[src/rtl/memory_arbiter_pkg.sv]
// Shared definitions for memory_arbiter: FSM state encoding, grant IDs and the
// round-robin winner selection used in IDLE.
package memory_arbiter_pkg;

    typedef enum logic [1:0] {
        ST_IDLE = 2'd0,
        ST_BUSY = 2'd1,
        ST_RESP = 2'd2
    } arb_state_t;

    localparam logic GRANT_INSTR = 1'b0;
    localparam logic GRANT_DATA  = 1'b1;

    // On a tie the port that was not served last wins.
    function automatic logic pick_winner(input logic i_req, input logic d_req,
                                         input logic last_grant);
        if (i_req && d_req) begin
            return ~last_grant;
        end
        if (d_req) begin
            return GRANT_DATA;
        end
        return GRANT_INSTR;
    endfunction

endpackage

[src/rtl/memory_arbiter_timeout.sv]
// BUSY-cycle watchdog for memory_arbiter; only instantiated when
// MEMORY_ARBITER_TIMEOUT_EN is defined.
module arbiter_timeout_counter #(
    parameter int TIMEOUT_CYCLES = 64
) (
    input  logic clk,
    input  logic resetN,
    input  logic i_clear,
    input  logic i_enable,
    output logic o_expired
);
    localparam int CW = $clog2(TIMEOUT_CYCLES + 1);

    logic [CW-1:0] r_count;

    // Expires during the TIMEOUT_CYCLES-th consecutive enabled cycle.
    assign o_expired = i_enable && (r_count == CW'(TIMEOUT_CYCLES - 1));

    always_ff @(posedge clk or negedge resetN) begin
        if (!resetN) begin
            r_count <= '0;
        end else if (i_clear) begin
            r_count <= '0;
        end else if (i_enable && !o_expired) begin
            r_count <= r_count + CW'(1);
        end
    end

endmodule

[src/rtl/memory_arbiter.sv]
// Round-robin arbiter sharing one memory port between the I-cache refill port
// and the D-cache port. Optional BUSY timeout: define MEMORY_ARBITER_TIMEOUT_EN.
module memory_arbiter
    import memory_arbiter_pkg::*;
#(
    parameter int ADDR_WIDTH     = 32,
    parameter int DATA_WIDTH     = 32,
    parameter int TIMEOUT_CYCLES = 64
) (
    input  logic                  clk,
    input  logic                  resetN,
    input  logic                  iReq,
    input  logic [ADDR_WIDTH-1:0] iAddr,
    output logic                  iAck,
    output logic [DATA_WIDTH-1:0] iRData,
    output logic                  iErr,
    input  logic                  dReq,
    input  logic                  dWe,
    input  logic [ADDR_WIDTH-1:0] dAddr,
    input  logic [DATA_WIDTH-1:0] dWData,
    output logic                  dAck,
    output logic [DATA_WIDTH-1:0] dRData,
    output logic                  dErr,
    output logic                  memReq,
    output logic                  memWe,
    output logic [ADDR_WIDTH-1:0] memAddr,
    output logic [DATA_WIDTH-1:0] memWData,
    input  logic                  memReady,
    input  logic [DATA_WIDTH-1:0] memRData,
    output logic                  grantData
);
    arb_state_t            r_state;
    arb_state_t            w_state_next;
    logic                  r_last_grant;
    logic                  r_grant;
    logic                  r_we;
    logic [ADDR_WIDTH-1:0] r_addr;
    logic [DATA_WIDTH-1:0] r_wdata;
    logic [DATA_WIDTH-1:0] r_rdata;

    logic w_start;
    logic w_complete;
    logic w_timeout;
    logic w_expired;
    logic w_winner;
    logic w_resp;

    assign w_winner = pick_winner(iReq, dReq, r_last_grant);

    always_comb begin
        w_state_next = r_state;
        w_start      = 1'b0;
        w_complete   = 1'b0;
        w_timeout    = 1'b0;
        case (r_state)
            ST_IDLE: begin
                if (iReq || dReq) begin
                    w_start      = 1'b1;
                    w_state_next = ST_BUSY;
                end
            end
            ST_BUSY: begin
                // A memReady coinciding with expiry is a normal completion.
                if (memReady) begin
                    w_complete   = 1'b1;
                    w_state_next = ST_RESP;
                end else if (w_expired) begin
                    w_timeout    = 1'b1;
                    w_state_next = ST_RESP;
                end
            end
            ST_RESP: begin
                w_state_next = ST_IDLE;
            end
            default: begin
                w_state_next = ST_IDLE;
            end
        endcase
    end

    always_ff @(posedge clk or negedge resetN) begin
        if (!resetN) begin
            r_state <= ST_IDLE;
        end else begin
            r_state <= w_state_next;
        end
    end

    always_ff @(posedge clk or negedge resetN) begin
        if (!resetN) begin
            r_last_grant <= GRANT_DATA;
            r_grant      <= GRANT_INSTR;
            r_we         <= 1'b0;
            r_addr       <= '0;
            r_wdata      <= '0;
            r_rdata      <= '0;
        end else begin
            if (w_start) begin
                r_grant <= w_winner;
                r_we    <= (w_winner == GRANT_DATA) ? dWe : 1'b0;
                r_addr  <= (w_winner == GRANT_DATA) ? dAddr : iAddr;
                r_wdata <= (w_winner == GRANT_DATA) ? dWData : '0;
            end
            if (w_complete) begin
                r_rdata <= r_we ? '0 : memRData;
            end else if (w_timeout) begin
                r_rdata <= '0;
            end
            if (r_state == ST_RESP) begin
                r_last_grant <= r_grant;
            end
        end
    end

    // Memory side is driven from latched registers only, never live inputs.
    assign memReq    = (r_state == ST_BUSY);
    assign memWe     = memReq & r_we;
    assign memAddr   = r_addr;
    assign memWData  = r_wdata;
    assign grantData = r_grant;

    assign w_resp = (r_state == ST_RESP);
    assign iAck   = w_resp && (r_grant == GRANT_INSTR);
    assign dAck   = w_resp && (r_grant == GRANT_DATA);
    assign iRData = iAck ? r_rdata : '0;
    assign dRData = dAck ? r_rdata : '0;

`ifdef MEMORY_ARBITER_TIMEOUT_EN
    logic w_tmo_clear;
    logic w_tmo_enable;
    logic r_err;

    assign w_tmo_clear  = (r_state == ST_IDLE);
    assign w_tmo_enable = (r_state == ST_BUSY) && !memReady;

    arbiter_timeout_counter #(
        .TIMEOUT_CYCLES(TIMEOUT_CYCLES)
    ) u_timeout (
        .clk      (clk),
        .resetN   (resetN),
        .i_clear  (w_tmo_clear),
        .i_enable (w_tmo_enable),
        .o_expired(w_expired)
    );

    always_ff @(posedge clk or negedge resetN) begin
        if (!resetN) begin
            r_err <= 1'b0;
        end else if (w_start || w_complete) begin
            r_err <= 1'b0;
        end else if (w_timeout) begin
            r_err <= 1'b1;
        end
    end

    assign iErr = iAck & r_err;
    assign dErr = dAck & r_err;
`else
    assign w_expired = 1'b0;
    assign iErr      = 1'b0;
    assign dErr      = 1'b0;
`endif

endmodule

[config.mk]
export PLATFORM = sky130hd
export DESIGN_NAME = memory_arbiter
export DESIGN_NICKNAME = d
export VERILOG_FILES = /design/src/rtl/memory_arbiter_pkg.sv /design/src/rtl/memory_arbiter_timeout.sv /design/src/rtl/memory_arbiter.sv
export SDC_FILE = /design/constraint.sdc
export NUM_CORES = 1
export LEC_CHECK = 0
export ABC_CLOCK_PERIOD_IN_PS = 5200
export BUFFER_PORTS_ARGS = -buffer_cell sky130_fd_sc_hd__buf_2
export CORE_AREA = 2 2 105 107
export CTS_BUF_LIST = sky130_fd_sc_hd__clkbuf_4 sky130_fd_sc_hd__clkbuf_8
export CTS_CLUSTER_SIZE = 10
export DETAILED_ROUTE_END_ITERATION = 10
export DIE_AREA = 0 0 107 109
export PLACE_DENSITY = 0.83
export SKIP_CTS_REPAIR_TIMING = 1
export SYNTH_ARGS = -nofsm -noshare
export SYNTH_HDL_FRONTEND = slang
export SYNTH_SLANG_ARGS = --single-unit
[constraint.sdc]
create_clock -name clk -period 5.2 [get_ports clk]
set_clock_uncertainty 0.1 [all_clocks]
set_input_delay 0.26 -clock clk [delete_from_list [all_inputs] [get_ports clk]]
set_output_delay 0.26 -clock clk [all_outputs]
set_load 0.02 [all_outputs]
# --- Yosys cells after proc, flatten, opt, wreduce, memory -nomap -nowiden ---
# Index checks and enable logic that the tools add are counted.
# W data, S select, Z words.
word_totals:
  ram_bits: 0
  latch_bits: 0
  reg_bits: 101
  mem_count: 0
  output_inout_bits: 135
  romBits: 0
classes:
  magnitude_cmp: 0
  n_bitwise: 3
  n_addsub: 0
  reduce_logical: 6
  n_div: 0
  n_mul: 0
  eq_ne: 4
  n_shift: 0
  n_mux: 21
op_table:
  columns: ["cell", "n"]
  rows:
  - ["$mux W32", 6]
  - ["$mux W1", 12]
  - ["$mux W2", 2]
  - ["$pmux W2 S2", 1]
  - ["$logic_and A1 B1 Y1", 3]
  - ["$eq A2 B1 Y1 const B", 1]
  - ["$eq A2 B2 Y1 const B", 1]
  - ["$logic_not A2 Y1", 1]
  - ["$ne A2 B1 Y1 const B", 1]
  - ["$ne A2 B2 Y1 const B", 1]
  - ["$not A1 Y1", 2]
  - ["$reduce_and A2 Y1", 1]
  - ["$and A1 B1 Y1", 1]
  - ["$logic_or A1 B1 Y1", 1]

# --- Logic depth before layout (Yosys ltp) ---
# Gate-level depths: netlist of run 1.
depth:
  word_depth: 6
  ltp_mapped: 5
  mapped_depth_nobuf: 3

# --- Least setup slack after synthesis of run 1 ---
# Ideal clock, no wire load.
synth_path:
  path_kind: "register to output"
  start: "register r_state[0]"
  end: "output port dRData[23]"
  t_required_ps: 4840
  n_path_buf: 1
  arrival_ps: 1474
  stages_incl_launch_ff: 5
  path_slack_ps: 3366
  cell_sequence: "dfrtp_1 -> nand2b_1 -> nor2_1 -> clkbuf_1 -> and2_1"
synth_via:
  elab_chain_cells: 3
synth_rtl:
  columns: ["item", "line", "rtl"]
  rows:
  - ["start: declaration", "memory_arbiter.sv:32", "arb_state_t r_state;"]
  - ["start signal: assignment", "memory_arbiter.sv:85", "r_state <= w_state_next;"]
  - ["$eq A2 B2 Y1", "memory_arbiter.sv:122", "assign w_resp = (r_state == ST_RESP);"]
  - ["$logic_and A1 B1 Y1", "memory_arbiter.sv:124", "assign dAck = w_resp && (r_grant == GRANT_DATA);"]
  - ["net dAck", "memory_arbiter.sv:21", "output logic dAck,"]
  - ["$mux W32", "memory_arbiter.sv:126", "assign dRData = dAck ? r_rdata : '0;"]
  - ["end: declaration", "memory_arbiter.sv:22", "output logic [DATA_WIDTH-1:0] dRData,"]
# The timed path passes the listed nets, and every way through them passes these cells.

# --- Worst setup path after layout of run 1 ---
layout_path:
  start: "register r_state[0]"
  end: "output port dRData[24]"
layout_via:
  elab_chain_cells: 3
layout_rtl:
  columns: ["item", "line"]
  rows:
  - ["$eq A2 B2 Y1", "memory_arbiter.sv:122"]
  - ["$logic_and A1 B1 Y1", "memory_arbiter.sv:124"]
  - ["$mux W32", "memory_arbiter.sv:126"]
# Every way passes these cells.

==> results.json, run 1 <==
{
  "synth_flop_cell": "dfrtp_1",
  "htreeDepth": 3,
  "leakage_nw": 3.59,
  "grt_max_degree": 72,
  "crit_path_start": "r_state[0]$_DFFE_PN0P_",
  "core-area_sq_mm": 0.0106,
  "syn_avg_cell_area_sq_um": 11.9,
  "cts_tree": "done",
  "drive_gt1_share_pct": 52.8,
  "drc_errors": 0,
  "grt_pass1_vias": 3618,
  "dr.pass1.iters": 4,
  "synth_enable_flop_cells": 0,
  "seq_area_sq_mm": 0.00253,
  "num_rows": 38,
  "ios": 269,
  "cp_num_buf_inv": 2,
  "multiInputGateArea_sq_mm": 0.00211,
  "setup_violations": 0,
  "max_stage_delay_ns": 0.45,
  "num_antenna_cells": 0,
  "crit_slowest_cell": "dfrtp_1",
  "worstSkewPairLatency_ns": 0.36,
  "yosysWarnings": 0,
  "gp_congestion": 0.762,
  "syn_inst": 407,
  "maxClockFrequency_mhz": 426,
  "rsz0062_at_grt": "no",
  "cts_buffer_depth": 2,
  "slew_violations": 0,
  "root_buffer": "clkbuf_8",
  "critical_path.cell_chain": "nand2b_1 > nor2_1 > buf_4 > and2_1 > buf_2",
  "outcome": "finished, final reports clean",
  "die_area_sq_mm": 0.0117,
  "drv_cap": 0,
  "drt_iter0_markers": 254,
  "antenna_left": 0,
  "yosysMostFrequentCell": "dfrtp_1",
  "ys_seq_area_share_pct": 52.3,
  "critPathLaunchType": "flop",
  "relSlewSlack_pct": 21.0,
  "antenna_found_initial": 1,
  "hp-start": "dWData[8]",
  "vias": 3979,
  "synth-seq-cells": 101,
  "die_h_microns": 109,
  "path_class": "reg -> out",
  "grtUsageTotal_pct": 19.6,
  "r2r_start": "r_last_grant$_DFFE_PN1N_",
  "drt_wl_total_mm": 12.1,
  "ir_drop_uv": 416,
  "clock_sinks": 101,
  "clkTransAtPathRegs_ns": 0.11,
  "worstPathArrival_ns": 1.98,
  "min_period_ns": 2.34,
  "synth.area.top_cells": "dfrtp_1 52%, mux2_4 9.3%, and2_1 8.4%",
  "hold_viol": 0,
  "power_density_mw_per_mm2": 518,
  "path_delay_family": "simple AND/OR/NAND/NOR gates",
  "critPathMaxFanout": 33,
  "synthDominantCellAreaShare_pct": 51.8,
  "vias_per_cell": 4.89,
  "fin_tns_setup_ns": 0,
  "fillCellCount": 869,
  "overflow": 0,
  "synthTopCellsByCount": "100 x dfrtp_1, 65 x and2_1, 34 x mux2_2",
  "tightest_slew_ns": 1.18,
  "initial_core_util_pct": 45.6,
  "fin_crit_sh_pct": 45.1,
  "hp-class": "in -> reg",
  "num-nets-final": 803,
  "yosys.area.top_type": "dfrtp_1",
  "grt_pass1_wl_mm": 17.9,
  "cts_buffers": 9,
  "port_buffers": 266,
  "area_growth_syn_to_layout_pct": 34.7,
  "power_mw": 3.37,
  "utilization_pct": 61.4,
  "place_hpwl_mm": 9.01,
  "ys_types": 23,
  "cp.required_ns": 4.84,
  "synth-async-reset-ratio_pct": 100,
  "cp-end-kind": "output port",
  "wire_per_inst_microns": 14.9,
  "die_w_microns": 107,
  "syn_area_sq_mm": 0.00483
}
==> stage by stage <==
| step | instance area [sq um] | setup slack [ns] | instances | hold slack [ns] |
|---|---|---|---|---|
| after global routing | 6510 | 2.77 | 814 | -0.000685 |
| after detailed placement | 6200 | 2.90 | 788 | 0.110 |
| after CTS | 6410 | 2.88 | 804 | -0.299 |
| after floorplan | 4840 | 3.37 | 408 | -0.136 |
| final | 6510 | 2.86 | 814 | 0.00470 |
| after global placement | 6200 | 2.98 | 788 | 0.0986 |
==> layout make-up <==
cell class / count / area share (%)
multi-input combinational: 272 / 32.4
tap: 140 / 2.69
timing repair buffer: 282 / 22.7
sequential: 101 / 38.8
clock inverter: 7 / 1.25
clock buffer: 9 / 1.90
inverter: 3 / 0.173
==> where the power goes <==
part | leakage [nW] | switching [mW] | internal (mW)
registers | 1.25 | 0.235 | 1.14
clock network | 0.107 | 0.289 | 0.232
logic | 2.23 | 0.844 | 0.637
total | 3.59 | 1.37 | 2.00
==> path summary, 6_finish.rpt <==
| check | to | slack (ns) | cells past startpoint |
|---|---|---|---|
| max | dRData[24] | 2.86 | 5 |
| min | memWData[8]$_DFFE_PN0P_ | 0.005 | 2 |
| max reg2reg | memWData[5]$_DFFE_PN0P_ | 2.91 | 4 |
| min reg2reg | r_rdata[0]$_DFFE_PN0P_ | 0.40 | 2 |
| max in group asynchronous | r_rdata[7]$_DFFE_PN0P_ | 3.50 | 3 |
| min in group asynchronous | r_rdata[21]$_DFFE_PN0P_ | 0.25 | 2 |
==> flip-flops by register name (all words and copies together), names as in the netlist <==
signal        count
grantData         1
memAddr          32
memWData         32
r_last_grant      1
r_rdata          32
r_state           2
r_we              1
==> layout by cell type, fill, tap and decap left out <==
cell type,count
buf_2,265
inv_1,3
nor3_4,1
nor2_1,3
dfrtp_1,100
inv_6,3
and2_1,65
mux2_4,30
a21o_1,2
dlygate4sd3_1,10
a21bo_2,1
o21ai_0,33
clkbuf_8,9
nor2b_1,1
a22o_1,33
buf_4,7
conb_1,2
bufinv_16,1
mux2_2,34
clkinv_4,1
inv_8,1
nand2_1,32
clkinv_2,1
nand2b_1,33
o21ai_4,1
dfstp_2,1
nand3b_1,1
==> routing by layer <==
metal | vias to the layer above | wire [microns] | global-route usage (%)
li1 | 1893 | - | -
met1 | 1883 | 4850 | 24.4
met2 | 182 | 6120 | 33.1
met3 | 19 | 928 | 4.72
met4 | 2 | 179 | 7.42
met5 | - | 13 | 0
==> logic make-up (layout without fill, tap and decap cells) <==
logic type / after synthesis / in the layout / share of synthesized area (%)
AO/OA/AOI/OAI: 70 / 70 / 10.0
buffers and inverters: 35 / 301 / 4.32
flip-flops: 101 / 101 / 52.3
multiplexers: 64 / 64 / 17.2
other: 1 / 2 / 0.0776
AND/OR/NAND/NOR: 136 / 136 / 16.0
Power figures use the tool's default switching activity.
==> inputs of run 2 (changes only) <==
ABC_AREA = 1   (was default)
ABC_CLOCK_PERIOD_IN_PS = 2430   (was 5200)
CORE_AREA = default   (was 2 2 105 107)
CORE_UTILIZATION = 47   (was default)
DIE_AREA = default   (was 0 0 107 109)
clock period = 2.43 ns   (was 5.2 ns; I/O delays follow)
==> run 2 against run 1 <==
  * The flow now finishes with violations (hold timing)
  * Sequential power up 110%
  * Synthesized area up 3.3%
  * Power up 140%
  * Count of clock-buffer cells in the layout up 1
  * Design area up 15%
  * Clock power up 120%
==> results.json, run 2 <==
{
  "outcome": "finished, violations left",
  "failed_checks": "hold timing",
  "internal_power_mw": 4.25,
  "grt_pass1_wl_mm": 21.5,
  "die_h_microns": 105,
  "power_switching_mw": 3.69,
  "area_growth_syn_to_layout_pct": 49.6,
  "synth_enable_flop_cells": 0,
  "antenna_left": 0,
  "relSlewSlack_pct": 55.2,
  "die_area_sq_mm": 0.0110,
  "critPathLaunchType": "flop",
  "ys_types": 17,
  "synthDominantCellAreaShare_pct": 50.1,
  "gp_congestion": 0.803,
  "syn_avg_cell_area_sq_um": 7.26,
  "die_w_microns": 105,
  "port_buffers": 266,
  "cts_tree": "done",
  "ios": 269,
  "fin_crit_sh_pct": 90.9,
  "wire_per_inst_microns": 13.9,
  "fin_tns_setup_ns": 0,
  "worstSkewPairLatency_ns": 0.34,
  "switching_share_pct": 46.4,
  "num-nets-final": 1156,
  "critPathMaxFanout": 66,
  "slew_violations": 0,
  "drc_errors": 0,
  "cts_buffers": 9,
  "place_hpwl_mm": 9.45,
  "overflow": 0,
  "maxClockFrequency_mhz": 453,
  "grt_pass1_vias": 4543,
  "cp-end-kind": "flop",
  "worstPathArrival_ns": 2.39,
  "drv_cap": 0,
  "initial_core_util_pct": 48.4,
  "power_density_mw_per_mm2": 1060,
  "whs_path_depth": 5,
  "grtUsageTotal_pct": 24.3,
  "setup_violations": 0,
  "ir_drop_uv": 693,
  "synth_flop_cell": "dfrtp_1",
  "dr.pass1.iters": 5,
  "num_antenna_cells": 0,
  "utilization_pct": 72.4,
  "cts_buffer_depth": 2,
  "drt_iter0_markers": 477,
  "synth.area.top_cells": "dfrtp_1 50%, nand2_1 18%, nand3_1 9.8%",
  "r2r_setup_slack_ns": 0.22,
  "root_buffer": "clkbuf_8",
  "yosys.area.top_type": "dfrtp_1",
  "combinationalPowerShare_pct": 48.6,
  "cp.required_ns": 2.62,
  "fillCellCount": 786,
  "tightest_slew_ns": 0.672,
  "htreeDepth": 3,
  "syn_area_sq_mm": 0.00499,
  "hold_viol": 13,
  "synthTopCellsByCount": "236 x nand2_1, 103 x inv_1, 100 x dfrtp_1, 98 x nand3_1, 66 x nor2_1",
  "antenna_found_initial": 0,
  "vias_per_cell": 4.88,
  "grt_max_degree": 67,
  "synth-seq-cells": 101,
  "num_rows": 37,
  "rsz0062_at_grt": "no",
  "drive_gt1_share_pct": 29.3,
  "ys_seq_area_share_pct": 50.7,
  "layout_common_cells": "265 x buf_2, 235 x nand2_1, 103 x inv_1",
  "hp-class": "in -> reg",
  "core-area_sq_mm": 0.0103,
  "clock_sinks": 101,
  "yosysMostFrequentCell": "nand2_1",
  "stdcell_count": 1163,
  "synth-async-reset-ratio_pct": 100,
  "p_clk_share_pct": 14.4,
  "yosysWarnings": 0,
  "syn_inst": 688,
  "path_class": "reg -> reg",
  "power_mw": 7.94,
  "layout_commonest_cell": "buf_2",
  "min_period_ns": 2.21,
  "pwr-share-seq_pct": 37.1,
  "vias": 5677,
  "hold_ws_ns": -0.0294,
  "clkTransAtPathRegs_ns": 0.10,
  "ff2ff_path_depth": 7,
  "drt_wl_total_mm": 16.1,
  "dp_cells": 1058,
  "leakage_nw": 4.54
}
[run 2: per-stage QoR]
step                      instance area [sq um]  setup slack [ns]
after global placement                     6360             0.783
final                                      7470             0.222
after CTS                                  6580             0.536
after detailed placement                   6360             0.755
after global routing                       7470             0.123
after floorplan                            5000             0.713
[run 2: final timing paths]
| path | start | to |
|---|---|---|
| hold / removal | iAddr[14] | memAddr[14]$_DFFE_PN0P_ |
| max in group asynchronous | resetN | r_rdata[3]$_DFFE_PN0P_ |
| setup reg to reg | r_state[0]$_DFFE_PN0P_ | memAddr[26]$_DFFE_PN0P_ |
| setup / recovery | r_state[0]$_DFFE_PN0P_ | memAddr[26]$_DFFE_PN0P_ |
| hold reg to reg | r_last_grant$_DFFE_PN1N_ | r_last_grant$_DFFE_PN1N_ |
| min in group asynchronous | resetN | r_rdata[14]$_DFFE_PN0P_ |
[run 2: power by group through the flow]
stage	clock (mW)	combinational, mW	sequential [mW]
6_report	1.14	3.86	2.94
3_3_place_gp	0	3.59	2.92
2_1_floorplan	0	1.84	3.57
5_1_grt	1.23	4.23	3.03
4_1_cts	1.17	3.67	2.92
3_5_place_dp	0	3.68	2.93
[run 2: cell type report]
type	count	area, sq um	area share, %
inverter	105	394	5.28
sequential	101	2530	33.9
tap	136	170	2.28
timing repair buffer	367	2340	31.3
clock inverter	6	76.3	1.02
multi-input combinational	438	1820	24.4
clock buffer	10	138	1.84
[run 2: worst max-delay path: stages (launching register included)]
cell           delay [ns]
dfrtp_1              0.37
inv_1                0.11
nand2_1              0.10
nor2_4               0.10
buf_4                0.56
nand3_1              0.13
dlygate4sd3_1        0.60
nand2_1              0.07
[run 2: cell families after synthesis]
logic type	share of synthesized area, %
DFF	50.7
buffers and inverters	13.0
and+or+nand+nor	33.0
AOI/OAI and AO/OA	3.31
other	0.0751
[run 2: routing by layer]
metal	vias to the layer above	track usage [%]	wire [microns]
met5	-	0	0
met4	0	8.65	491
met3	47	4.68	1150
met2	304	41.4	8410
met1	2597	30.7	6080
li1	2729	-	-
==> inputs of run 3 (changes only) <==
PLACE_DENSITY = 0.91   (was 0.83)
==> run 3 against run 2 <==
  * Flip-flop and latch count is the same
  * Critical path depth is the same
  * The flow still finishes with violations (hold timing)
  * Clock power shrank 11%
  * First-iteration DRC count grew 8.2%
  * Critical path type is now reg -> out
  * Routed wire length shrank 0.38%
  * Utilization shrank 0.69 points
  * Worst hold slack lost 0.0090 ns
  * Register-to-register slack gained 0.39 ns
==> results.json, run 3 (synthesis gave the netlist of run 2 again) <==
{
  "clkTransAtPathRegs_ns": 0.10,
  "cp.depth": 7,
  "grt_pass1_vias": 4508,
  "fillCellCount": 734,
  "vias": 5718,
  "die_area_sq_mm": 0.0110,
  "slew_violations": 0,
  "grt_max_degree": 53,
  "area_growth_syn_to_layout_pct": 48.2,
  "wire_per_inst_microns": 13.9,
  "htreeDepth": 3,
  "cp.required_ns": 2.21,
  "fin_ws_ns": 0.432,
  "power_density_mw_per_mm2": 1060,
  "num_antenna_cells": 0,
  "core-area_sq_mm": 0.0103,
  "antenna_found_initial": 0,
  "crit_path_start": "r_state[0]$_DFFE_PN0P_",
  "hold_ws_ns": -0.0383,
  "clock_sinks": 101,
  "port_buffers": 266,
  "rsz0062_at_grt": "no",
  "drc_errors": 0,
  "path_delay_family": "buffers and inverters",
  "gp_congestion": 0.832,
  "dr.pass1.iters": 6,
  "fin_crit_sh_pct": 82.2,
  "layout_common_cells": "265 x buf_2, 235 x nand2_1, 103 x inv_1",
  "critical_path.cell_chain": "inv_1 > nand2_1 > nor2_1 > inv_1 > buf_4 > nor2_1 > buf_2",
  "ir_drop_uv": 632,
  "failed_checks": "hold timing",
  "min_period_ns": 2.00,
  "overflow": 0,
  "r2r_setup_slack_ns": 0.61,
  "outcome": "finished, violations left",
  "vias_per_cell": 4.94,
  "critPathCapture": "iRData[15]",
  "die_h_microns": 105,
  "hold_viol": 12,
  "grt_pass1_wl_mm": 21.1,
  "regToRegEndpoint": "memAddr[18]$_DFFE_PN0P_",
  "cp_num_buf_inv": 4,
  "post-place-ws_ns": 0.822,
  "fin_tns_setup_ns": 0,
  "critPathMaxFanout": 30,
  "drt_iter0_markers": 516,
  "ios": 269,
  "worstSkewPairLatency_ns": 0.34,
  "maxClockFrequency_mhz": 501,
  "critPathLaunchType": "flop",
  "hp-start": "iAddr[10]",
  "r2r_start": "r_last_grant$_DFFE_PN1N_",
  "drt_wl_total_mm": 16.1,
  "root_buffer": "clkbuf_8",
  "num_rows": 37,
  "layout_commonest_cell": "buf_2",
  "relSlewSlack_pct": 61.5,
  "worstPathArrival_ns": 1.78,
  "drive_gt1_share_pct": 29.6,
  "ff2ff_path_depth": 7,
  "power_mw": 7.84,
  "cts_buffer_depth": 2,
  "crit_slowest_cell": "dfrtp_1",
  "leakage_nw": 4.51,
  "num-nets-final": 1150,
  "hp-class": "in -> reg",
  "setup_violations": 0,
  "die_w_microns": 105,
  "grtUsageTotal_pct": 24.0,
  "cts_buffers": 9,
  "path_class": "reg -> out",
  "max_stage_delay_ns": 0.37,
  "cts_tree": "done",
  "place_hpwl_mm": 9.76,
  "tightest_slew_ns": 0.576,
  "antenna_left": 0,
  "cp-end-kind": "output port",
  "drv_cap": 0,
  "initial_core_util_pct": 48.4
}
[run 3: changes by cell type in the layout (fill, tap and decap cells not counted)]
cell / change
dlygate4sd3_1: -7
clkinvlp_4: +2
inv_6: -2
buf_12: +1
bufinv_16: -1
inv_8: +1
[run 3: stage by stage]
stage | std cells | cell area, sq um | hold slack [ns] | utilization [%]
after floorplan | 689 | 5000 | -0.274 | -
after global placement | 1059 | 6380 | 0.0294 | 61.8
after detailed placement | 1059 | 6380 | 0.0311 | 61.8
after CTS | 1075 | 6580 | -0.369 | 63.7
after global routing | 1157 | 7400 | 0.000815 | 71.7
final | 1157 | 7400 | -0.0383 | 71.7
[run 3: report_power, final]
group | internal [mW] | switching (mW) | leakage [nW]
clock network | 0.419 | 0.594 | 0.0925
logic | 1.25 | 2.61 | 3.14
registers | 2.49 | 0.475 | 1.27
[run 3: worst register-to-register path, cell delays in order (launching register included)]
cell           delay, ns
dfstp_2             0.54
nand2_1             0.06
nand2_1             0.08
buf_4               0.20
nand2_1             0.08
nand3_1             0.07
dlygate4sd3_1       0.55
nand2_1             0.05
[run 3: final cells by class]
class                           count  area, sq um  share of cell area, %
Timing Repair Buffer              361         2290                   30.9
Multi-Input combinational cell    438         1820                   24.6
Sequential cell                   101         2530                   34.2
Tap cell                          136          170                   2.30
Inverter                          105          394                   5.33
Clock inverter                      6         55.1                  0.744
Clock buffer                       10          138                   1.86
[run 3: per-layer routing]
metal	global-route usage [%]	up-vias	wire length, microns
li1	-	2712	-
met1	29.5	2587	6010
met2	42.4	355	8240
met3	4.18	64	1240
met4	8.65	0	580
met5	0	-	0
[run 3: worst min path at each step]
stage                                    endpoint  cells after the start  slack [ns]
after global routing      memAddr[10]$_DFFE_PN0P_                      5      0.0008
after global placement    memAddr[27]$_DFFE_PN0P_                      1        0.03
after floorplan             grantData$_DFFE_PN0P_                      0       -0.27
after CTS                 memAddr[27]$_DFFE_PN0P_                      1       -0.37
after detailed placement  memAddr[27]$_DFFE_PN0P_                      1        0.03
final                     memAddr[10]$_DFFE_PN0P_                      5       -0.04
